--- config.mk ---
export PLATFORM = sky130hd
export DESIGN_NAME = pipe_stage_reg
export DESIGN_NICKNAME = d
export VERILOG_FILES = /design/src/rtl/pipe_pkg.sv /design/src/rtl/pipe_skid_buf.sv /design/src/rtl/pipe_stage_reg.sv
export SDC_FILE = /design/constraint.sdc
export NUM_CORES = 1
export LEC_CHECK = 0
export BUFFER_PORTS_ARGS = -buffer_cell sky130_fd_sc_hd__buf_2
export CAP_MARGIN = 5
export CELL_PAD_IN_SITES_DETAIL_PLACEMENT = 0
export CELL_PAD_IN_SITES_GLOBAL_PLACEMENT = 1
export CORE_MARGIN = 3
export CORE_UTILIZATION = 35
export CTS_CLUSTER_SIZE = 40
export DETAILED_ROUTE_END_ITERATION = 8
export PLACE_DENSITY = 0.88
export SYNTH_ARGS = -nofsm -noshare
export SYNTH_HDL_FRONTEND = slang
export SYNTH_SLANG_ARGS = --single-unit
--- constraint.sdc ---
create_clock -name CLK -period 2.5 [get_ports CLK]
set_input_delay 0.125 -clock CLK [delete_from_list [all_inputs] [get_ports CLK]]
set_output_delay 0.125 -clock CLK [all_outputs]
set_load 0.05 [all_outputs]
--- src/rtl/pipe_pkg.sv ---
// Shared types and constants for the pipeline stage register.
// The optional one-entry skid buffer is enabled by defining PIPE_SKID_EN.
package pipe_pkg;

    // Occupancy of the stage: no entry, output register only, output + skid.
    typedef enum logic [1:0] {
        EMPTY = 2'd0,
        FULL  = 2'd1,
        SKID  = 2'd2
    } pipe_state_e;

    // Fill bits for a NOP entry; replicated to the field widths at use.
    localparam logic NOP_CTRL_BIT = 1'b0;
    localparam logic NOP_DATA_BIT = 1'b0;

endpackage

--- src/rtl/pipe_skid_buf.sv ---
// One-entry skid storage holding an entry that arrived while the output
// register was stalled. Used only when PIPE_SKID_EN is defined.
module pipe_skid_buf #(
    parameter int CTRL_W = 16,
    parameter int DATA_W = 96
) (
    input  logic              CLK,
    input  logic              Reset,
    input  logic              load,
    input  logic              clear,
    input  logic [CTRL_W-1:0] d_ctrl,
    input  logic [DATA_W-1:0] d_data,
    output logic              valid,
    output logic [CTRL_W-1:0] q_ctrl,
    output logic [DATA_W-1:0] q_data
);

    // Capture on load, drop the entry on clear (drain or flush).
    always_ff @(posedge CLK) begin
        if (!Reset) begin
            valid  <= 1'b0;
            q_ctrl <= '0;
            q_data <= '0;
        end else if (clear) begin
            valid <= 1'b0;
        end else if (load) begin
            valid  <= 1'b1;
            q_ctrl <= d_ctrl;
            q_data <= d_data;
        end
    end

endmodule

--- src/rtl/pipe_stage_reg.sv ---
// Pipeline stage register with bubble insertion, flush and a saturating
// bubble counter. Define PIPE_SKID_EN to add a one-entry skid buffer,
// which makes in_ready independent of out_ready.
//
// Handshake: a transfer happens on a rising CLK edge where valid && ready;
// out_ctrl/out_data hold steady while out_valid=1 and out_ready=0.
module pipe_stage_reg
    import pipe_pkg::*;
#(
    parameter int CTRL_W = 16,
    parameter int DATA_W = 96,
    parameter int CNT_W  = 16
) (
    input  logic              CLK,
    input  logic              Reset,
    input  logic              in_valid,
    output logic              in_ready,
    input  logic [CTRL_W-1:0] in_ctrl,
    input  logic [DATA_W-1:0] in_data,
    input  logic              bubble,
    input  logic              flush,
    output logic              out_valid,
    input  logic              out_ready,
    output logic [CTRL_W-1:0] out_ctrl,
    output logic [DATA_W-1:0] out_data,
    output logic [CNT_W-1:0]  bubble_cnt,
    output pipe_state_e       state_dbg
);

    localparam logic [CNT_W-1:0] CNT_ONE = {{(CNT_W-1){1'b0}}, 1'b1};

    pipe_state_e state;
    logic        up;
    logic        down;
    logic        can_load;
    logic        bubble_load;

    assign out_valid = (state != EMPTY);
    assign state_dbg = state;

`ifdef PIPE_SKID_EN
    // in_ready depends only on registered state plus bubble/flush.
    assign in_ready = Reset && (state != SKID) && !bubble && !flush;
`else
    // Single register: ready when empty or being drained this cycle.
    assign in_ready = Reset && (out_ready || (state == EMPTY)) && !bubble && !flush;
`endif

    assign up          = in_valid && in_ready;
    assign down        = out_valid && out_ready;
    assign can_load    = (state == EMPTY) || ((state == FULL) && out_ready);
    assign bubble_load = bubble && !flush && can_load;

`ifdef PIPE_SKID_EN
    logic              skid_valid;
    logic              skid_load;
    logic              skid_clear;
    logic [CTRL_W-1:0] skid_ctrl;
    logic [DATA_W-1:0] skid_data;

    assign skid_load  = (state == FULL) && up && !down;
    assign skid_clear = flush || ((state == SKID) && down);

    pipe_skid_buf #(
        .CTRL_W (CTRL_W),
        .DATA_W (DATA_W)
    ) u_skid (
        .CLK    (CLK),
        .Reset  (Reset),
        .load   (skid_load),
        .clear  (skid_clear),
        .d_ctrl (in_ctrl),
        .d_data (in_data),
        .valid  (skid_valid),
        .q_ctrl (skid_ctrl),
        .q_data (skid_data)
    );
`endif

    // Occupancy FSM, output register and bubble counter.
    always_ff @(posedge CLK) begin
        if (!Reset) begin
            state      <= EMPTY;
            out_ctrl   <= '0;
            out_data   <= '0;
            bubble_cnt <= '0;
        end else if (flush) begin
            state <= EMPTY;
        end else if (bubble_load) begin
            state    <= FULL;
            out_ctrl <= {CTRL_W{NOP_CTRL_BIT}};
            out_data <= {DATA_W{NOP_DATA_BIT}};
            if (bubble_cnt != '1) begin
                bubble_cnt <= bubble_cnt + CNT_ONE;
            end
        end else begin
            case (state)
                EMPTY: begin
                    if (up) begin
                        state    <= FULL;
                        out_ctrl <= in_ctrl;
                        out_data <= in_data;
                    end
                end
                FULL: begin
                    if (up && down) begin
                        out_ctrl <= in_ctrl;
                        out_data <= in_data;
`ifdef PIPE_SKID_EN
                    end else if (up) begin
                        state <= SKID;
`endif
                    end else if (down) begin
                        state <= EMPTY;
                    end
                end
`ifdef PIPE_SKID_EN
                SKID: begin
                    if (down && skid_valid) begin
                        state    <= FULL;
                        out_ctrl <= skid_ctrl;
                        out_data <= skid_data;
                    end
                end
`endif
                default: state <= EMPTY;
            endcase
        end
    end

endmodule

==> results.json <==
{
  "fin_skew_ns": 0.00584,
  "worstSetupStartpoint": "state_dbg[0]",
  "antenna_found_initial": 0,
  "synth_flop_cell": "dfxtp_1",
  "met3_usage": 0.0521,
  "fin_nets": 1065,
  "fin_crit_sh": 0.816,
  "cp_num_buf_inv": 1,
  "syn_area_per_cell_um2": 8.31,
  "fmax_ghz": 0.490,
  "ctsHtreeMaxLevel": 4,
  "drive_gt1_frac": 0.304,
  "switchingPower_mw": 1.20,
  "synthAdderAreaFrac": 0.00241,
  "power.share.combinational": 0.114,
  "fin_setup_tns_ns": 0,
  "drc": 0,
  "routedWlPerCell_um": 15.5,
  "setup_ws_ns": 0.460,
  "swShare": 0.232,
  "path_clk_slew_ns": 0.05,
  "synth.area.mux_share": 0.0193,
  "grt_pass1_vias": 5532,
  "path_class": "flip-flop to flip-flop",
  "final_common_cell": "buf_2",
  "cp-end-kind": "flip-flop",
  "cp_top_family": "simple AND/OR/NAND/NOR gates",
  "min_from": "in_data[53]",
  "yosys_warnings": 0,
  "syn_inst": 624,
  "initial_core_util": 0.365,
  "dr_total_vias": 5921,
  "rsz0062_at_grt": "no",
  "status": "finished, final reports clean",
  "fp.dieW_um": 128,
  "track_usage": 0.205,
  "ctsHoldBuffers": 110,
  "synth_edf_count": 0,
  "p_int_mw": 3.98,
  "worstSetupStartpointType": "flip-flop",
  "synthXorXnorAreaFrac": 0,
  "seq_power_share": 0.406,
  "setup_viol": 0,
  "ios": 250,
  "core_um2": 14200,
  "syn_nets": 743,
  "synth_seq_cells": 129,
  "grt.met1_usage": 0.234,
  "rr_startpoint": "state_dbg[0]",
  "cts_made_buffers": 17,
  "synth_top_family_by_area": "simple AND/OR/NAND/NOR gates",
  "vias_per_cell": 5.21,
  "syn_to_final_growth_pct": 58.9,
  "hold_viol": 0,
  "syn_area_um2": 5180,
  "slew_headroom": 0.587,
  "max_cap_viol_count": 0,
  "io_buffer_count": 248,
  "grt_pass1_wl_mm": 27.3,
  "p_clk_frac": 0.480,
  "insertion_delay_ns": 0.41,
  "drtAntennaViolNets": 0,
  "crit_chain": "nor2b_1 -> or4b_4 -> buf_4 -> nand3_1 -> a21oi_1",
  "critPathSlowestCell": "or4b_4",
  "ys_types": 38,
  "cts_tree": "built",
  "max_stage_delay_ns": 0.51,
  "grt.met2_usage": 0.356,
  "worstMarginPinSlew_ns": 0.614,
  "p_leak_nw": 3.46,
  "cts_resized": 0,
  "grt_overflow": 0,
  "holdWs_ns": 0.00999,
  "cp.required_ns": 2.83,
  "dieHeight_um": 128,
  "clock_sinks": 129,
  "busiest_layer": "met2",
  "ys_seq_area_frac": 0.498,
  "mostFrequentLayoutCells": "buf_2, nand3_1, dfxtp_1",
  "power.density_nw_per_um2": 629,
  "period_needed_ns": 2.04,
  "root_buffer": "clkbuf_16",
  "synth_simple_gate_area_frac": 0.289,
  "wl_mm": 17.6,
  "antenna_cells": 0,
  "ys_async_sr_fraction": 0,
  "hold_path_class": "input port to flip-flop",
  "dieArea_um2": 16300,
  "synth_compound_area_frac": 0.126,
  "cp_data_arrival_time_ns": 2.37,
  "clk_path_buf_depth": 2,
  "num_rows": 43,
  "vdd_drop_max_mv": 0.414,
  "crit_fanout": 39,
  "dp_hpwl_mm": 10.1,
  "grt_max_degree": 108,
  "dr.pass1.iters": 5,
  "post-cts-setup-buffers": 0,
  "routabilityCongestion": 0.752,
  "first_iter_violations": 286,
  "post-place-ws_ns": 0.491,
  "slew_violations": 0
}
worst register-to-register path, delay by kind of cell, from the launching register on:
kind                   cells  cell delay, ns
AND/OR/NAND/NOR            3            0.98
buffers and inverters      1            0.46
flip-flops                 1            0.36
AO/OA/AOI/OAI              1            0.17
final timing paths:
path	slack [ns]	cells past startpoint	endpoint
worst max register to register	0.46	5	out_data[51]
worst min-delay path	0.01	3	out_data[53]
worst max-delay path	0.46	5	out_data[51]
worst min register to register	0.46	2	out_data[52]
routing by layer:
layer  wire [µm]  up-vias
met5           0        -
met4         616        0
met3        1270       47
met2        8930      228
met1        6780     2752
li1            -     2894
area by class of cell:
| type | instances | area (µm²) |
|---|---|---|
| Multi-Input combinational cell | 426 | 2290 |
| Sequential cell | 129 | 2580 |
| Inverter | 2 | 8.76 |
| Tap cell | 180 | 225 |
| Timing Repair Buffer | 370 | 2540 |
| Fill cell | 1245 | 5970 |
| Clock buffer | 24 | 482 |
| Clock inverter | 6 | 105 |
registers in the layout, indices dropped and copies added (netlist names):
name	flops
out_data	96
bubble_cnt	16
out_ctrl	16
state_dbg	1
kinds of logic after synthesis:
kind of cell    count (synthesis)
compound gates                125
fa+ha+maj                       1
buf+inv                        69
flops                         129
mux                            10
other cells                     1
simple gates                  289
stage by stage:
stage	instance area (µm²)	total power, mW	util	std cells
floorplan	5180	2.42	-	624
global placement	6550	2.59	0.461	997
detailed placement	6550	2.59	0.461	997
CTS	8240	5.23	0.580	1137
global route	8240	5.37	0.580	1137
finish	8240	5.18	0.580	1137
cell usage after synthesis (3+ instances only):
cell type / count / area share
a21oi_1: 115 / 0.11
buf_1: 8 / 0.0058
buf_6: 6 / 0.013
or2b_1: 3 / 0.0043
buf_4: 3 / 0.0043
mux2i_1: 10 / 0.019
clkbuf_1: 36 / 0.026
buf_2: 14 / 0.014
nand2b_1: 8 / 0.0097
nand2_1: 17 / 0.012
nand3_1: 230 / 0.22
dfxtp_1: 129 / 0.50
nor4_1: 8 / 0.0097
nand4_1: 5 / 0.0060
power groups by stage:
stage / registers [mW] / logic, mW / clock network, mW
after floorplan: 2.25 / 0.171 / 0
after global placement: 2.15 / 0.450 / 0
after detailed placement: 2.15 / 0.448 / 0
after CTS: 2.10 / 0.584 / 2.54
after global routing: 2.10 / 0.631 / 2.63
final: 2.10 / 0.591 / 2.49
No activity file was read; power rests on OpenSTA's default activity.
